`config.mk`:
```
export PLATFORM = sky130hd
export DESIGN_NAME = incdec_latch_flat
export DESIGN_NICKNAME = d
export VERILOG_FILES = /design/src/rtl/incdec_latch_if.sv /design/src/rtl/incdec_latch.sv /design/src/flat_wrapper.sv
export SDC_FILE = /design/constraint.sdc
export NUM_CORES = 1
export LEC_CHECK = 0
export ABC_AREA = 1
export BUFFER_PORTS_ARGS = -buffer_cell sky130_fd_sc_hd__buf_2
export CAP_MARGIN = 20
export CORE_ASPECT_RATIO = 0.9
export CORE_MARGIN = 1
export CORE_UTILIZATION = 40
export DETAILED_ROUTE_END_ITERATION = 7
export PLACE_DENSITY_LB_ADDON = 0.3
export SYNTH_ARGS = -nofsm -noshare
export SYNTH_HDL_FRONTEND = slang
export SYNTH_SLANG_ARGS = --single-unit
```
`constraint.sdc`:
```
create_clock -name clk -period 2.1 [get_ports clk]
set_input_delay 0.42 -clock clk [delete_from_list [all_inputs] [get_ports clk]]
set_output_delay 0.42 -clock clk [all_outputs]
set_load 0.02 [all_outputs]
```
`src/rtl/incdec_latch_if.sv`:
```
// Handshake and data bundle between a requester
// and the inc/dec address latch.
interface incdec_latch_if #(
  parameter int DATASIZE = 16
);
  logic                req;
  logic [1:0]          mode;
  logic [DATASIZE-1:0] data_in;
  logic [DATASIZE-1:0] addr_out;
  logic [DATASIZE-1:0] data_out;
  logic                wr_enb;
  logic                busy;
  logic                done;
  logic                wrap;

  modport master (
    output req, mode, data_in,
    input  addr_out, data_out,
    input  wr_enb, busy, done, wrap
  );

  modport slave (
    input  req, mode, data_in,
    output addr_out, data_out,
    output wr_enb, busy, done, wrap
  );
endinterface

```
`src/rtl/incdec_latch.sv`:
```
// 16-bit increment/decrement address latch.
// Captures, computes, then strobes one write.
module incdec_latch #(
  parameter int DATASIZE = 16
) (
  input logic          clk,
  input logic          rst,
  incdec_latch_if.slave bus
);

  typedef enum logic [1:0] {
    IDLE,
    CALC,
    WRITE
  } state_t;

  localparam logic [DATASIZE:0] ONE =
    {{DATASIZE{1'b0}}, 1'b1};

  state_t              state_q, state_nxt;
  logic [DATASIZE-1:0] operand_q, operand_nxt;
  logic [1:0]          op_mode_q, op_mode_nxt;
  logic [DATASIZE-1:0] addr_q, addr_nxt;
  logic [DATASIZE-1:0] data_q, data_nxt;
  logic                wr_q, wr_nxt;
  logic                busy_q, busy_nxt;
  logic                done_q, done_nxt;
  logic                wrap_q, wrap_nxt;

  logic [DATASIZE:0]   sum_inc;
  logic [DATASIZE:0]   sum_dec;
  logic                is_inc;
  logic                is_dec;

  assign is_inc  = (op_mode_q == 2'b01);
  assign is_dec  = (op_mode_q == 2'b10);
  // The extra top bit is the carry/borrow out.
  assign sum_inc = {1'b0, operand_q} + ONE;
  assign sum_dec = {1'b0, operand_q} - ONE;

  always_ff @(posedge clk) begin
    if (rst) begin
      state_q <= IDLE;
    end else begin
      state_q <= state_nxt;
    end
  end

  always_ff @(posedge clk) begin
    if (rst) begin
      operand_q <= '0;
      op_mode_q <= 2'b00;
      addr_q    <= '0;
      data_q    <= '0;
      wr_q      <= 1'b0;
      busy_q    <= 1'b0;
      done_q    <= 1'b0;
      wrap_q    <= 1'b0;
    end else begin
      operand_q <= operand_nxt;
      op_mode_q <= op_mode_nxt;
      addr_q    <= addr_nxt;
      data_q    <= data_nxt;
      wr_q      <= wr_nxt;
      busy_q    <= busy_nxt;
      done_q    <= done_nxt;
      wrap_q    <= wrap_nxt;
    end
  end

  always_comb begin
    state_nxt   = state_q;
    operand_nxt = operand_q;
    op_mode_nxt = op_mode_q;
    addr_nxt    = addr_q;
    data_nxt    = data_q;
    wr_nxt      = 1'b0;
    busy_nxt    = busy_q;
    done_nxt    = 1'b0;
    wrap_nxt    = wrap_q;

    unique case (state_q)
      IDLE: begin
        if (bus.req) begin
          operand_nxt = bus.data_in;
          addr_nxt    = bus.data_in;
          op_mode_nxt = bus.mode;
          wrap_nxt    = 1'b0;
          busy_nxt    = 1'b1;
          state_nxt   = CALC;
        end
      end
      CALC: begin
        unique case (1'b1)
          is_inc: begin
            data_nxt = sum_inc[DATASIZE-1:0];
            wrap_nxt = sum_inc[DATASIZE];
          end
          is_dec: begin
            data_nxt = sum_dec[DATASIZE-1:0];
            wrap_nxt = sum_dec[DATASIZE];
          end
          default: begin
            data_nxt = operand_q;
            wrap_nxt = 1'b0;
          end
        endcase
        wr_nxt    = 1'b1;
        done_nxt  = 1'b1;
        state_nxt = WRITE;
      end
      WRITE: begin
        busy_nxt  = 1'b0;
        state_nxt = IDLE;
      end
      default: begin
        busy_nxt  = 1'b0;
        state_nxt = IDLE;
      end
    endcase
  end

  assign bus.addr_out = addr_q;
  assign bus.data_out = data_q;
  assign bus.wr_enb   = wr_q;
  assign bus.busy     = busy_q;
  assign bus.done     = done_q;
  assign bus.wrap     = wrap_q;

endmodule
```
`src/flat_wrapper.sv`:
```
// flat-port wrapper written by rule: the top's interface ports become plain ports
module incdec_latch_flat 
#(
  parameter int DATASIZE = 16
)
  (clk, rst, bus_req, bus_mode, bus_data_in, bus_addr_out, bus_data_out, bus_wr_enb, bus_busy, bus_done, bus_wrap);
  incdec_latch_if #(.DATASIZE(DATASIZE)) bus_i ();
  input logic clk;
  input logic rst;
  input wire logic [$bits(bus_i.req)-1:0] bus_req;
  input wire logic [$bits(bus_i.mode)-1:0] bus_mode;
  input wire logic [$bits(bus_i.data_in)-1:0] bus_data_in;
  output wire logic [$bits(bus_i.addr_out)-1:0] bus_addr_out;
  output wire logic [$bits(bus_i.data_out)-1:0] bus_data_out;
  output wire logic [$bits(bus_i.wr_enb)-1:0] bus_wr_enb;
  output wire logic [$bits(bus_i.busy)-1:0] bus_busy;
  output wire logic [$bits(bus_i.done)-1:0] bus_done;
  output wire logic [$bits(bus_i.wrap)-1:0] bus_wrap;
  assign bus_i.req = bus_req;
  assign bus_i.mode = bus_mode;
  assign bus_i.data_in = bus_data_in;
  assign bus_addr_out = bus_i.addr_out;
  assign bus_data_out = bus_i.data_out;
  assign bus_wr_enb = bus_i.wr_enb;
  assign bus_busy = bus_i.busy;
  assign bus_done = bus_i.done;
  assign bus_wrap = bus_i.wrap;
  incdec_latch #(.DATASIZE(DATASIZE)) u_core (.clk(clk), .rst(rst), .bus(bus_i));
endmodule
```
* Word-level counts from Yosys, hierarchy flattened
Cells that the tools add are included.
Storage, ports and cells: bits in registers 39, input port bits 21, output and inout bits 36, latch bits 0, word-level logic and storage cells 28, ROM bits 0, memory bits (writable) 0, memories 0
Cells by class: $lt $le $gt $ge 0, bitwise operators 1, shift operators 0, add/subtract/negate cells 2, equality and inequality tests 4, multipliers 0, mux-type cells 9, reductions and logical operators 5, div/mod/pow operators 0
Operator list (count):
- $pmux 16 s2 | 1
- $add 16x1->17 const B | 1
- $sub 16x1->17 const B | 1
- $pmux 1 s2 | 3
- $reduce_and 2->1 | 3
- $eq 2x1->1 const B | 2
- $pmux 2 s2 | 1
- $mux 1 | 3
- $eq 2x2->1 const B | 1
- $logic_not 2->1 | 1
- $mux 2 | 1
- $ne 2x2->1 const B | 1
- $reduce_bool 2->1 | 1
- $not 1->1 | 1

* Longest topological paths before layout
depth after elaboration 3, mapped depth 11, gate-level depth less buffers 10

* Least setup slack after synthesis
OpenSTA, ideal clock, no wires.
kind reg-to-reg, start reg u_core.bus.addr_out[1] (netlist name), end reg u_core.data_q[10] (netlist: u_core.bus.data_out[10]), buffers on the path 0, period minus slack after synthesis 1.599 ns, setup slack 0.501 ns, required time 2.031 ns, setup time 0.069 ns, cell stages (with the launch flop) 10, data arrival time 1.530 ns, path through dfxtp_1 -> ha_1 -> nand2_2 -> nor2_4 -> nand2_2 -> o21ai_2 -> nand3_1 -> nand3_1 -> nand2_1 -> a21oi_2
RTL lines:
- end signal, assigned | RTL line incdec_latch.sv:63 | data_q <= data_nxt;
- end, declared | RTL line incdec_latch.sv:24 | logic [DATASIZE-1:0] data_q, data_nxt;

* Worst setup path in the final report
start reg u_core.op_mode_q[0], end reg u_core.data_q[2] (netlist: u_core.bus.data_out[2])
Between the ends: longest elaborated chain between the ends 2, elaborated cells between the ends (all ways) 3, those cells by class 2 x eq/ne; 1 x mux
RTL lines:
- start, declared | RTL line incdec_latch.sv:22 | logic [1:0] op_mode_q, op_mode_nxt;
- start signal, assigned | RTL line incdec_latch.sv:61 | op_mode_q <= op_mode_nxt;
- $eq 2x2->1 / $eq 2x1->1 (equally long branches) | RTL line incdec_latch.sv:36, incdec_latch.sv:35
- $pmux 16 s2 * | RTL line incdec_latch.sv:94 | unique case (1'b1)
Mark *: on every way between the ends. The rest lies on a longest branch, timed or not. A chain may end at the register's enable or synchronous reset.

==> reports/results.txt <==
Mux contribution to synthesized area: 0%
Metal-1 WL: 3390 um
Design area: 2940 sq um
Die ar.: 6570 sq um
GRT Util Overall: 23.4%
CP Cell Sequence: inv_1 > ha_1 > clkinv_1 > o211ai_1 > a21oi_1
Slowest stage cell, crit path: clkinv_1
Antenna Cells: 0
Drt first pass iters: 5
Final Hold Viols: 0
Metal3 WL: 501 um
CP Buf/Inv Count: 2
RSZ-0062 raised after global routing: false
Post-Synth XOR/XNOR Area: 0%
Highest-count cells in the layout ignoring fill and taps: nand2_1, buf_2, nor2_1
Adder-cell share of the synthesized area: 2.00%
First-pass GRT wire length: 12,200 um
Clock skew: 0.00435 ns
Filler cell count in the final layout: 633
DRC viols: 0
Worst skew pair latency: 0.29 ns
Tcrit/Tclk final: 82.6%
Worst setup SP type: flip-flop
P_leak: 1.25 nW
Layout cells sized above 1: 26.5%
Hpwl dp: 5300 um
Final Routed Wirelength: 7330 um
CTS tree: yes
Distinct cells, synth: 34
Syn Area/Cell: 6.63 sq um
Post-synth EDFFs: 0
Setup total negative slack: 0 ns
Commonest non-fill, non-tap cell in the layout: nand2_1
Synth Area in Compound Gates: 19.3%
Vias in the first global route: 2,464
CTS buffer count: 5
WHS: 0.378 ns
CORE AREA: 5860 sq um
Minimum clock period: 1.74 ns
Vias per inst: 5.43
Final setup fails: 0
Post-Synthesis Cell Area: 2500 sq um
Post-Synth Simple-Gate Area: 38.3%
CTS root buf: clkbuf_8
Setup CP Type: reg -> reg
Largest net degree at the start of global routing: 21
Reg clk slew, reported paths: 0.08 ns
Post-CTS Resized: 0
# nets final: 451
FFs w/ async S/R, synth: 0%
Max_slew headroom: 64.9%
Placed Area: 2850 sq um
Layout Utilization: 50.2%
Post-Syn Instances: 377
Warnings from Yosys: 0
Combinational family with the most area after synthesis: simple AND/OR/NAND/NOR gates
Post-synth top flop: dfxtp_1
Rows: 26
CP Capture Type: flip-flop
Maximum vdd drop: 590 uV
Hold Crit Class: in -> reg
IO Pins: 57
Post-synth net total: 402
Vias: 2,697
Family with the most delay on the worst path: compound AO/OA/AOI/OAI gates
Clock sink count: 39
F_max: 576 MHz
Max layer used: met4
Post-synthesis register bit count: 39
IO Port Bufs: 56
CP Max Fanout: 17
Data arrival time of the critical path: 1.91 ns
Data required, critical path: 2.28 ns
Layout area overhead: 17.5%
CP peak stage delay: 0.43 ns
Fin. max-slew vios: 0
CTS max path bufs: 2
Status: complete, no violations
Metal2 WL: 3250 um
Initial antenna violation count: 0
Max-cap viol count: 0
Max H-tree Level: 2
Post-CTS Hold Buffers: 0
Initial core utilization: 42.7%
Drt initial violations: 187
Final ANT Viol Nets: 0
Gp weighted congestion: 0.916
Register area share after synthesis: 31.2%
Power per Cell Area: 660 nW/um^2
Total global routing overflow: 0
DR WL/cell: 14.8 um
Slew @ Worst Pin: 0.523 ns
Die W: 85.3 um
Die Height: 77 um
Postcts setup bufs: 0
metal layers:
layer | global-route usage, % | vias up
met5 | 0 | -
met4 | 8.50 | 0
met3 | 3.98 | 18
met2 | 35.0 | 121
met1 | 33.5 | 1206
li1 | - | 1352
cells in the mapped netlist, types with 3 or more instances:
| cell type | instances | area share, % |
|---|---|---|
| nand2_1 | 78 | 12 |
| nor2_1 | 45 | 6.8 |
| nand3_1 | 42 | 8.4 |
| dfxtp_1 | 39 | 31 |
| a21oi_1 | 30 | 6.0 |
| inv_1 | 25 | 3.8 |
| a211oi_1 | 17 | 5.1 |
| nand2_2 | 10 | 2.5 |
| clkbuf_1 | 9 | 1.4 |
| nor2_2 | 9 | 2.3 |
| o21ai_0 | 9 | 1.8 |
| a21oi_2 | 7 | 2.5 |
| inv_2 | 7 | 1.1 |
| o21ai_1 | 7 | 1.4 |
| buf_2 | 6 | 1.2 |
| nor2_4 | 6 | 2.7 |
| nand4_1 | 5 | 1.3 |
| ha_1 | 4 | 2.0 |
| buf_1 | 3 | 0.45 |
| nor3_1 | 3 | 0.60 |
per-stage QoR:
stage / instances / setup WS [ns] / total power, mW
floorplan: 377 / 0.501 / 1.27
global placement: 489 / 0.378 / 1.44
detailed placement: 489 / 0.361 / 1.44
CTS: 497 / 0.347 / 1.95
global route: 497 / 0.151 / 2.06
finish: 497 / 0.364 / 1.94
report_power, final:
part | leakage (nW) | switching, mW | total (mW) | internal [mW]
Combinational | 0.887 | 0.376 | 0.565 | 0.189
Clock | 0.0412 | 0.276 | 0.508 | 0.232
Sequential | 0.320 | 0.0760 | 0.865 | 0.789
registers in the layout, summed over array words and instances, names as in the netlist:
signal               count
u_core.bus.addr_out     16
u_core.bus.busy          1
u_core.bus.data_out     16
u_core.bus.wr_enb        1
u_core.bus.wrap          1
u_core.op_mode_q         2
u_core.state_q           2
final cells by class:
class	instances	area [sq um]	area share [%]
clock buffers	6	72.6	2.47
clock inverters	2	12.5	0.426
inverters	33	124	4.22
multi-input cells	284	1490	50.7
flip-flops and latches	39	781	26.6
well taps	70	87.6	2.98
repair buffers	63	370	12.6
worst paths after layout:
| kind | start | endpoint | slack, ns | cells after the start |
|---|---|---|---|---|
| worst max register to register | u_core.op_mode_q[0] | u_core.bus.data_out[2] | 0.36 | 5 |
| worst min-delay path | bus_data_in[6] | u_core.bus.addr_out[6] | 0.38 | 3 |
| worst min register to register | u_core.bus.data_out[2] | u_core.bus.data_out[2] | 0.46 | 2 |
| worst max-delay path | u_core.op_mode_q[0] | u_core.bus.data_out[2] | 0.36 | 5 |
worst reg2reg max path, delay by kind of cell, from the launching register on:
kind                     cells  cell delay [ns]
buffers and inverters        2             0.49
adder cells (fa/ha/maj)      1             0.29
AO/OA/AOI/OAI                2             0.51
flip-flops                   1             0.34
kinds of logic after synthesis:
logic type | count (synthesis)
AOI/OAI and AO/OA | 78
adders and majority gates | 4
buffers and inverters | 54
DFF | 39
and+or+nand+nor | 202
(Power assumes the default switching activity.)
